$ cat config.mk
export PLATFORM = sky130hd
export DESIGN_NAME = mc_alu
export DESIGN_NICKNAME = d
export VERILOG_FILES = /design/src/rtl/mc_alu.sv
export SDC_FILE = /design/constraint.sdc
export NUM_CORES = 1
export LEC_CHECK = 0
export CORE_MARGIN = 8
export CORE_UTILIZATION = 55
export DETAILED_ROUTE_END_ITERATION = 8
export DONT_BUFFER_PORTS = 1
export PLACE_DENSITY = 0.72
export SLEW_MARGIN = 20
export SYNTH_ARGS = -nofsm -noshare
export SYNTH_HDL_FRONTEND = slang
export SYNTH_SLANG_ARGS = --single-unit
$ cat constraint.sdc
create_clock -name clk -period 5.78 [get_ports clk]
set_clock_uncertainty 0.1 [all_clocks]
set_input_delay 1.156 -clock clk [delete_from_list [all_inputs] [get_ports clk]]
set_output_delay 1.156 -clock clk [all_outputs]
set_load 0.01 [all_outputs]
$ cat src/rtl/mc_alu.sv
// Multi-cycle ALU: single-cycle add/sub/logic ops, shift-add multiply, restoring divide.
// Divider is built only when MC_ALU_DIV_EN is defined; otherwise DIV completes at once with 0.
module mc_alu #(
  parameter int unsigned WIDTH = 19
) (
  input  logic             clk,
  input  logic             rst,
  input  logic             start,
  input  logic [3:0]       op,
  input  logic [WIDTH-1:0] a,
  input  logic [WIDTH-1:0] b,
  output logic [WIDTH-1:0] result,
  output logic             zero,
  output logic             carry,
  output logic             div0,
  output logic             busy,
  output logic             done
);

  localparam int unsigned CntW = (WIDTH > 1) ? $clog2(WIDTH) : 1;

  localparam logic [3:0] OpAdd = 4'b0000;
  localparam logic [3:0] OpSub = 4'b0001;
  localparam logic [3:0] OpMul = 4'b0010;
  localparam logic [3:0] OpDiv = 4'b0011;
  localparam logic [3:0] OpAnd = 4'b0100;
  localparam logic [3:0] OpOr  = 4'b0101;
  localparam logic [3:0] OpXor = 4'b0110;
  localparam logic [3:0] OpInc = 4'b1000;
  localparam logic [3:0] OpDec = 4'b1001;
  localparam logic [3:0] OpNot = 4'b1010;

  typedef enum logic [1:0] {StIdle, StMul, StDiv} state_e;

  state_e             state_q, state_d;
  logic [CntW-1:0]    cnt_q, cnt_d;
  logic [WIDTH-1:0]   opnd_q, opnd_d;       // multiplicand or divisor
  logic [2*WIDTH-1:0] work_q, work_d;       // {acc/remainder, multiplier/quotient}
  logic [WIDTH-1:0]   result_q, result_d;
  logic               carry_q, carry_d;
  logic               div0_q, div0_d;
  logic               done_q, done_d;

  logic               last_iter;
  logic [WIDTH:0]     add_full, sub_full, mul_sum;
  logic [WIDTH-1:0]   single_res;
  logic               single_carry;
  logic [2*WIDTH-1:0] mul_next;

  assign last_iter = (cnt_q == CntW'(WIDTH - 1));
  assign add_full  = {1'b0, a} + {1'b0, b};
  assign sub_full  = {1'b0, a} - {1'b0, b};

  // Shift-add step: add multiplicand into the high half when the multiplier LSB is set.
  assign mul_sum  = {1'b0, work_q[2*WIDTH-1:WIDTH]} + (work_q[0] ? {1'b0, opnd_q} : '0);
  assign mul_next = {mul_sum, work_q[WIDTH-1:1]};

`ifdef MC_ALU_DIV_EN
  logic [WIDTH:0]     rem_sh, rem_sub;
  logic [2*WIDTH-1:0] div_next;

  // Restoring step: remainder never exceeds the divisor, so W+1 bits hold the trial subtract.
  assign rem_sh   = {work_q[2*WIDTH-1:WIDTH], work_q[WIDTH-1]};
  assign rem_sub  = rem_sh - {1'b0, opnd_q};
  assign div_next = rem_sub[WIDTH] ? {rem_sh[WIDTH-1:0], work_q[WIDTH-2:0], 1'b0}
                                   : {rem_sub[WIDTH-1:0], work_q[WIDTH-2:0], 1'b1};
`endif

  always_comb begin
    single_res   = '0;
    single_carry = 1'b0;
    case (op)
      OpAdd: begin single_res = add_full[WIDTH-1:0]; single_carry = add_full[WIDTH]; end
      OpSub: begin single_res = sub_full[WIDTH-1:0]; single_carry = sub_full[WIDTH]; end
      OpAnd: single_res = a & b;
      OpOr:  single_res = a | b;
      OpXor: single_res = a ^ b;
      OpInc: begin single_res = a + 1'b1; single_carry = &a; end
      OpDec: begin single_res = a - 1'b1; single_carry = ~|a; end
      OpNot: single_res = ~a;
      OpDiv: single_res = '0;
      default: single_res = '0;
    endcase
  end

  // State register
  always_ff @(posedge clk or posedge rst) begin
    if (rst) state_q <= StIdle;
    else     state_q <= state_d;
  end

  // Next-state logic
  always_comb begin
    state_d = state_q;
    unique case (state_q)
      StIdle: begin
        if (start) begin
          if (op == OpMul) state_d = StMul;
`ifdef MC_ALU_DIV_EN
          else if (op == OpDiv && b != '0) state_d = StDiv;
`endif
        end
      end
      StMul, StDiv: if (last_iter) state_d = StIdle;
      default: state_d = StIdle;
    endcase
  end

  // Output logic
  always_comb begin
    busy = (state_q != StIdle);
  end

  always_comb begin
    cnt_d    = cnt_q;
    opnd_d   = opnd_q;
    work_d   = work_q;
    result_d = result_q;
    carry_d  = carry_q;
    div0_d   = div0_q;
    done_d   = 1'b0;
    unique case (state_q)
      StIdle: begin
        if (start) begin
          cnt_d = '0;
          if (op == OpMul) begin
            opnd_d = a;
            work_d = {{WIDTH{1'b0}}, b};
`ifdef MC_ALU_DIV_EN
          end else if (op == OpDiv && b == '0) begin
            result_d = '1;
            carry_d  = 1'b0;
            div0_d   = 1'b1;
            done_d   = 1'b1;
          end else if (op == OpDiv) begin
            opnd_d = b;
            work_d = {{WIDTH{1'b0}}, a};
`endif
          end else begin
            result_d = single_res;
            carry_d  = single_carry;
            div0_d   = 1'b0;
            done_d   = 1'b1;
          end
        end
      end
      StMul: begin
        work_d = mul_next;
        cnt_d  = cnt_q + CntW'(1);
        if (last_iter) begin
          result_d = mul_next[WIDTH-1:0];
          carry_d  = |mul_next[2*WIDTH-1:WIDTH];
          div0_d   = 1'b0;
          done_d   = 1'b1;
        end
      end
      StDiv: begin
`ifdef MC_ALU_DIV_EN
        work_d = div_next;
        cnt_d  = cnt_q + CntW'(1);
        if (last_iter) begin
          result_d = div_next[WIDTH-1:0];
          carry_d  = 1'b0;
          div0_d   = 1'b0;
          done_d   = 1'b1;
        end
`endif
      end
      default: ;
    endcase
  end

  always_ff @(posedge clk or posedge rst) begin
    if (rst) begin
      cnt_q    <= '0;
      opnd_q   <= '0;
      work_q   <= '0;
      result_q <= '0;
      carry_q  <= 1'b0;
      div0_q   <= 1'b0;
      done_q   <= 1'b0;
    end else begin
      cnt_q    <= cnt_d;
      opnd_q   <= opnd_d;
      work_q   <= work_d;
      result_q <= result_d;
      carry_q  <= carry_d;
      div0_q   <= div0_d;
      done_q   <= done_d;
    end
  end

  assign result = result_q;
  assign zero   = (result_q == '0);
  assign carry  = carry_q;
  assign div0   = div0_q;
  assign done   = done_q;

endmodule

# == Word level (Yosys, flattened, before mapping) ==
# Index checks and enable logic that the tools add are counted.
# totals
register_bits,86
latchBits,0
mem_bits_rw,0
romBits,0
input_bits,45
output_inout_bits,24
wordCells,77
mem_count,0
# op_classes
add_sub_neg,6
n_mul,0
div,0
magnitude_cmp,0
n_eq_ne,16
shift,0
n_mux,28
n_bitwise,4
reduce_logical,15
# ops
operator,n
19-bit case mux with 8 select lines,1
19-bit two-way mux,4
38-bit two-way mux,2
38-bit case mux with 2 select lines,1
19-bit by 19-bit adder with 20-bit output,2
19-bit case mux with 2 select lines,1
19-bit OR reduction,2
19-bit by 19-bit subtractor with 20-bit output,1
"19-bit by 1-bit adder with 19-bit output, second input constant",1
19-bit AND,1
19-bit zero test,1
19-bit NOT,1
19-bit OR,1
19-bit AND reduction,1
"19-bit by 1-bit subtractor with 19-bit output, second input constant",1
19-bit XOR,1
"4-bit by 3-bit == test with 1-bit output, second input constant",3
"4-bit == test, second input constant",3
"2-bit inequality test, second input constant",5
5-bit case mux with 2 select lines,1
1-bit two-way mux,9
3-bit AND reduction,3
2-bit two-way mux,3
1-bit case mux with 2 select lines,3
other kinds (16),17

# == Depth between registers and ports, before layout ==
# depth
depth_word,6
mapped_depth,16
mapped_depth_nobuf,13

# == Least setup slack after synthesis ==
# No wires, ideal clock.
# synth_path
path_type,input to register
from,in op[3]
to,"reg result_q[16], in the netlist result[16]"
setup_ps,136
t_arrival_ps,4034
t_required_ps,5544
path_slack_ps,1510
cell_stages,16
n_path_buf,4
cell_sequence,clkbuf_1 nand4bb_1 clkbuf_1 inv_1 clkbuf_1 buf_2 xnor2_1 ha_1 and4_1 o21ai_1 a22o_1 a41o_1 o31a_1 xnor2_1 a221oi_1 a311oi_1
# synth_via
elab_chain_cells,5
elab_cells_between_ends,15
cone_classes,eq/ne: 9; mux: 4; reduce/logical: 2
# synth_rtl
element,line,text
from (decl),9,"input logic [3:0] op,"
4-bit == test (tied with other cells),72,case (op)
19-bit case mux with 8 select lines,72,
19-bit two-way mux,126,if (op == OpMul) begin
19-bit two-way mux,124,if (start) begin
19-bit case mux with 2 select lines,122,unique case (state_q)
to (signal assigned),186,result_q <= result_d;
to (decl),39,"logic [WIDTH-1:0] result_q, result_d;"
# Parallel ways exist; a longest one is shown, timed or not. The select of a mux whose other input is x is not followed.
# A chain may end at the register's enable or synchronous reset.

# == Final worst setup path ==
# layout_path
from,reg work_q[0]
to,"reg carry_q, in the netlist carry"
# layout_via
elab_chain_cells,5
# layout_rtl
element,line,text
from (decl),38,"logic [2*WIDTH-1:0] work_q, work_d;"
from (signal assigned),185,work_q <= work_d;
19-bit two-way mux,55,"assign mul_sum = {1'b0, work_q[2*WIDTH-1:WIDTH]} + (work_q[0] ? {1'b0, opnd_q} : '0);"
19-bit by 19-bit adder with 20-bit output,55,
19-bit OR reduction,152,carry_d = |mul_next[2*WIDTH-1:WIDTH];
1-bit two-way mux,150,if (last_iter) begin
1-bit case mux with 2 select lines,122,
to (signal assigned),187,carry_q <= carry_d;
to (decl),40,"logic carry_q, carry_d;"
# Every way passes these cells. The select of a mux whose other input is x is not followed.

==> impl_metrics.env <==
export IMPL_syn_to_final_growth_pct=3.84
export IMPL_h_tree_depth=3
export IMPL_dp_slack_ps=1310
export IMPL_finalCritPeriodShare_pct=74.2
export IMPL_finalPower_mw=2.60
export IMPL_cts_tree="yes"
export IMPL_post_cts_repair_setup_buffers=0
export IMPL_critPathMaxFanout=20
export IMPL_synth_distinct_cells=72
export IMPL_hold_depth=2
export IMPL_ys_flop_type="dfrtp_1"
export IMPL_drc=0
export IMPL_grt_max_degree=55
export IMPL_cts_buffers=9
export IMPL_grt_usage_pct=27.4
export IMPL_reg2reg_depth=12
export IMPL_finalSetupViolations=0
export IMPL_die_x_um=138
export IMPL_syn_avg_cell_area_um2=7.61
export IMPL_place_hpwl_um=18600
export IMPL_path_class="register to register"
export IMPL_num_vias=8022
export IMPL_clock_sinks=84
export IMPL_max_slew_margin_rel_pct=21.8
export IMPL_yosysSeqAreaShare_pct=25.8
export IMPL_fin_ws_ps=1490
export IMPL_slew_violations=0
export IMPL_place_congestion=0.982
export IMPL_cp_arrival_ps=4410
export IMPL_drive_above_1_share_pct=4.96
export IMPL_cts_buffer_depth=2
export IMPL_grt_setup_unrepaired="false"
export IMPL_vias_per_cell=6.61
export IMPL_cp_data_required_time_ps=5890
export IMPL_drt_iter0_drc=808
export IMPL_netlist_instances=1071
export IMPL_max_freq_mhz=233
export IMPL_io_buffers=0
export IMPL_grt_pass1_wl_um=40400
export IMPL_dieArea_mm2=0.0190
export IMPL_maxCapViolCount=0
export IMPL_tns_ps=0
export IMPL_holdCritPathClass="register to register"
export IMPL_ir_drop_v=0.000192
export IMPL_clk_pin_slew_worst_paths_ps=70
export IMPL_ys_warn_count=0
export IMPL_die_h_um=138
export IMPL_synth_nets=1199
export IMPL_core_region_area_mm2=0.0145
export IMPL_fp_row_count=44
export IMPL_io_pins=69
export IMPL_synth_async_sr_flop_share_pct=100
export IMPL_hold_viol_final=0
export IMPL_synth_edf_count=0
export IMPL_p_leak_nw=3.70
export IMPL_startpoint_type="register"
export IMPL_final_cell_mix="nand2_1, o21ai_0, a21oi_1, nor2_1, dfrtp_1"
export IMPL_min_period_ps=4290
export IMPL_routedWlPerCell_um=21.1
export IMPL_fillers=1367
export IMPL_p_per_area_mw_per_mm2=308
export IMPL_layout_commonest_cell="nand2_1"
export IMPL_grt_overflow=0
export IMPL_worst_pin_slew_ps=1170
export IMPL_antenna_found_initial=0
export IMPL_synth_area_mm2=0.00815
export IMPL_ys_ff_latch=84
export IMPL_cts_resized_gates=0
export IMPL_end_kind="register"
export IMPL_rrSetupSlack_ps=1490
export IMPL_status="complete, no violations"
export IMPL_num_antenna_cells=0
export IMPL_hold_buffers=0
export IMPL_layout_nets=1152
export IMPL_clk_latency_ps=360
export IMPL_cts_root_buf="clkbuf_16"
export IMPL_ant_nets=0
export IMPL_drt_first_pass_iters=5
export IMPL_grt_pass1_vias=7517
export IMPL_initial_core_util_pct=56.3
export IMPL_totalWireLength_um=25500
-- cell families (layout without fill, tap and decap cells) --
family / after synthesis / count (layout) / share of synthesized area [%]
AO/OA/AOI/OAI: 380 / 380 / 29.8
AND/OR/NAND/NOR: 353 / 353 / 20.4
buffers and inverters: 129 / 87 / 6.53
flip-flops: 84 / 84 / 25.8
adder cells (fa/ha/maj): 83 / 83 / 13.0
XOR/XNOR: 40 / 40 / 4.30
other: 1 / 1 / 0.0460
multiplexers: 1 / 1 / 0.123
-- Yosys cell counts, types with 5 or more instances --
cell	count	area (um2)
nand2_1	117	439
xnor2_1	33	289
o2111ai_1	5	43.8
and2_1	22	138
nor2_1	96	360
nand3_1	23	115
o221ai_1	11	96.3
o21ai_0	106	531
ha_1	80	1000
o31ai_1	7	52.6
a22oi_1	5	37.5
nand4_1	14	87.6
nor2b_1	6	37.5
clkbuf_1	57	214
a221o_1	5	50.1
nand2b_1	8	50.1
a21oi_1	97	485
dfrtp_1	84	2100
nor3_1	19	95.1
or3_1	5	31.3
xor2_1	7	61.3
and4_1	5	43.8
a31oi_1	20	125
o22ai_1	15	93.8
nor4_1	15	93.8
a221oi_1	13	114
inv_1	61	229
a311oi_1	6	52.6
a211oi_1	9	67.6
a21o_1	12	90.1
o21bai_1	12	90.1
o211ai_1	7	52.6
or4_1	7	52.6
or2_2	5	31.3
-- routing by layer --
layer  part of all wire, %  track usage (%)  up-vias  routed length, um
met1                    42             35.1     3797              10700
met3                   8.5             5.58       67               2180
met5                     0                0        -                  0
li1                      -                -     3798                  -
met2                    45             42.0      360              11400
met4                   4.7             15.7        0               1210
-- power breakdown --
group	internal (mW)	switching [mW]
Clock	0.307	0.272
Combinational	0.380	0.602
Sequential	0.813	0.228
Total	1.50	1.10
-- critical path, cell delays in order (launching register included) --
cell	delay, ps
dfrtp_1	560
and2_1	260
ha_1	230
fa_1	480
a211oi_2	290
o211ai_1	160
a211o_1	300
and2_2	190
xor2_1	160
or4_1	440
or4_1	490
o41ai_2	310
a41oi_1	170
-- cell type report --
class	count	area (um2)	area share, %
clock inverters	6	47.5	0.562
clock buffers	10	239	2.83
well taps	184	230	2.72
multi-input cells	858	5530	65.4
inverters	61	231	2.74
flip-flops and latches	84	2100	24.9
repair buffers	10	75.1	0.888
-- state kept, by name, summed over array words and instances (netlist names) --
name,cells
work_q,38
carry,1
result,19
opnd_q,19
cnt_q,5
state_q,1
done,1
-- worst paths after layout --
check,end,from
hold / removal,opnd_q[10]$_DFFE_PP0P_,opnd_q[10]$_DFFE_PP0P_
max in group asynchronous,state_q[0]$_DFFE_PP0P_,rst
setup reg to reg,carry$_DFFE_PP0P_,work_q[0]$_DFFE_PP0P_
min in group asynchronous,cnt_q[2]$_DFFE_PP0P_,rst
hold reg to reg,opnd_q[10]$_DFFE_PP0P_,opnd_q[10]$_DFFE_PP0P_
setup / recovery,carry$_DFFE_PP0P_,work_q[0]$_DFFE_PP0P_
-- through the flow --
step | instance area [um2] | std cells | hold WS (ps) | util (%)
2_1_floorplan | 8150 | 1071 | 342 | -
3_3_place_gp | 8170 | 1197 | 354 | 56.4
3_5_place_dp | 8170 | 1197 | 363 | 56.4
4_1_cts | 8460 | 1213 | 376 | 58.4
5_1_grt | 8460 | 1213 | 391 | 58.4
6_report | 8460 | 1213 | 370 | 58.4
Power figures use the tool's default switching activity.
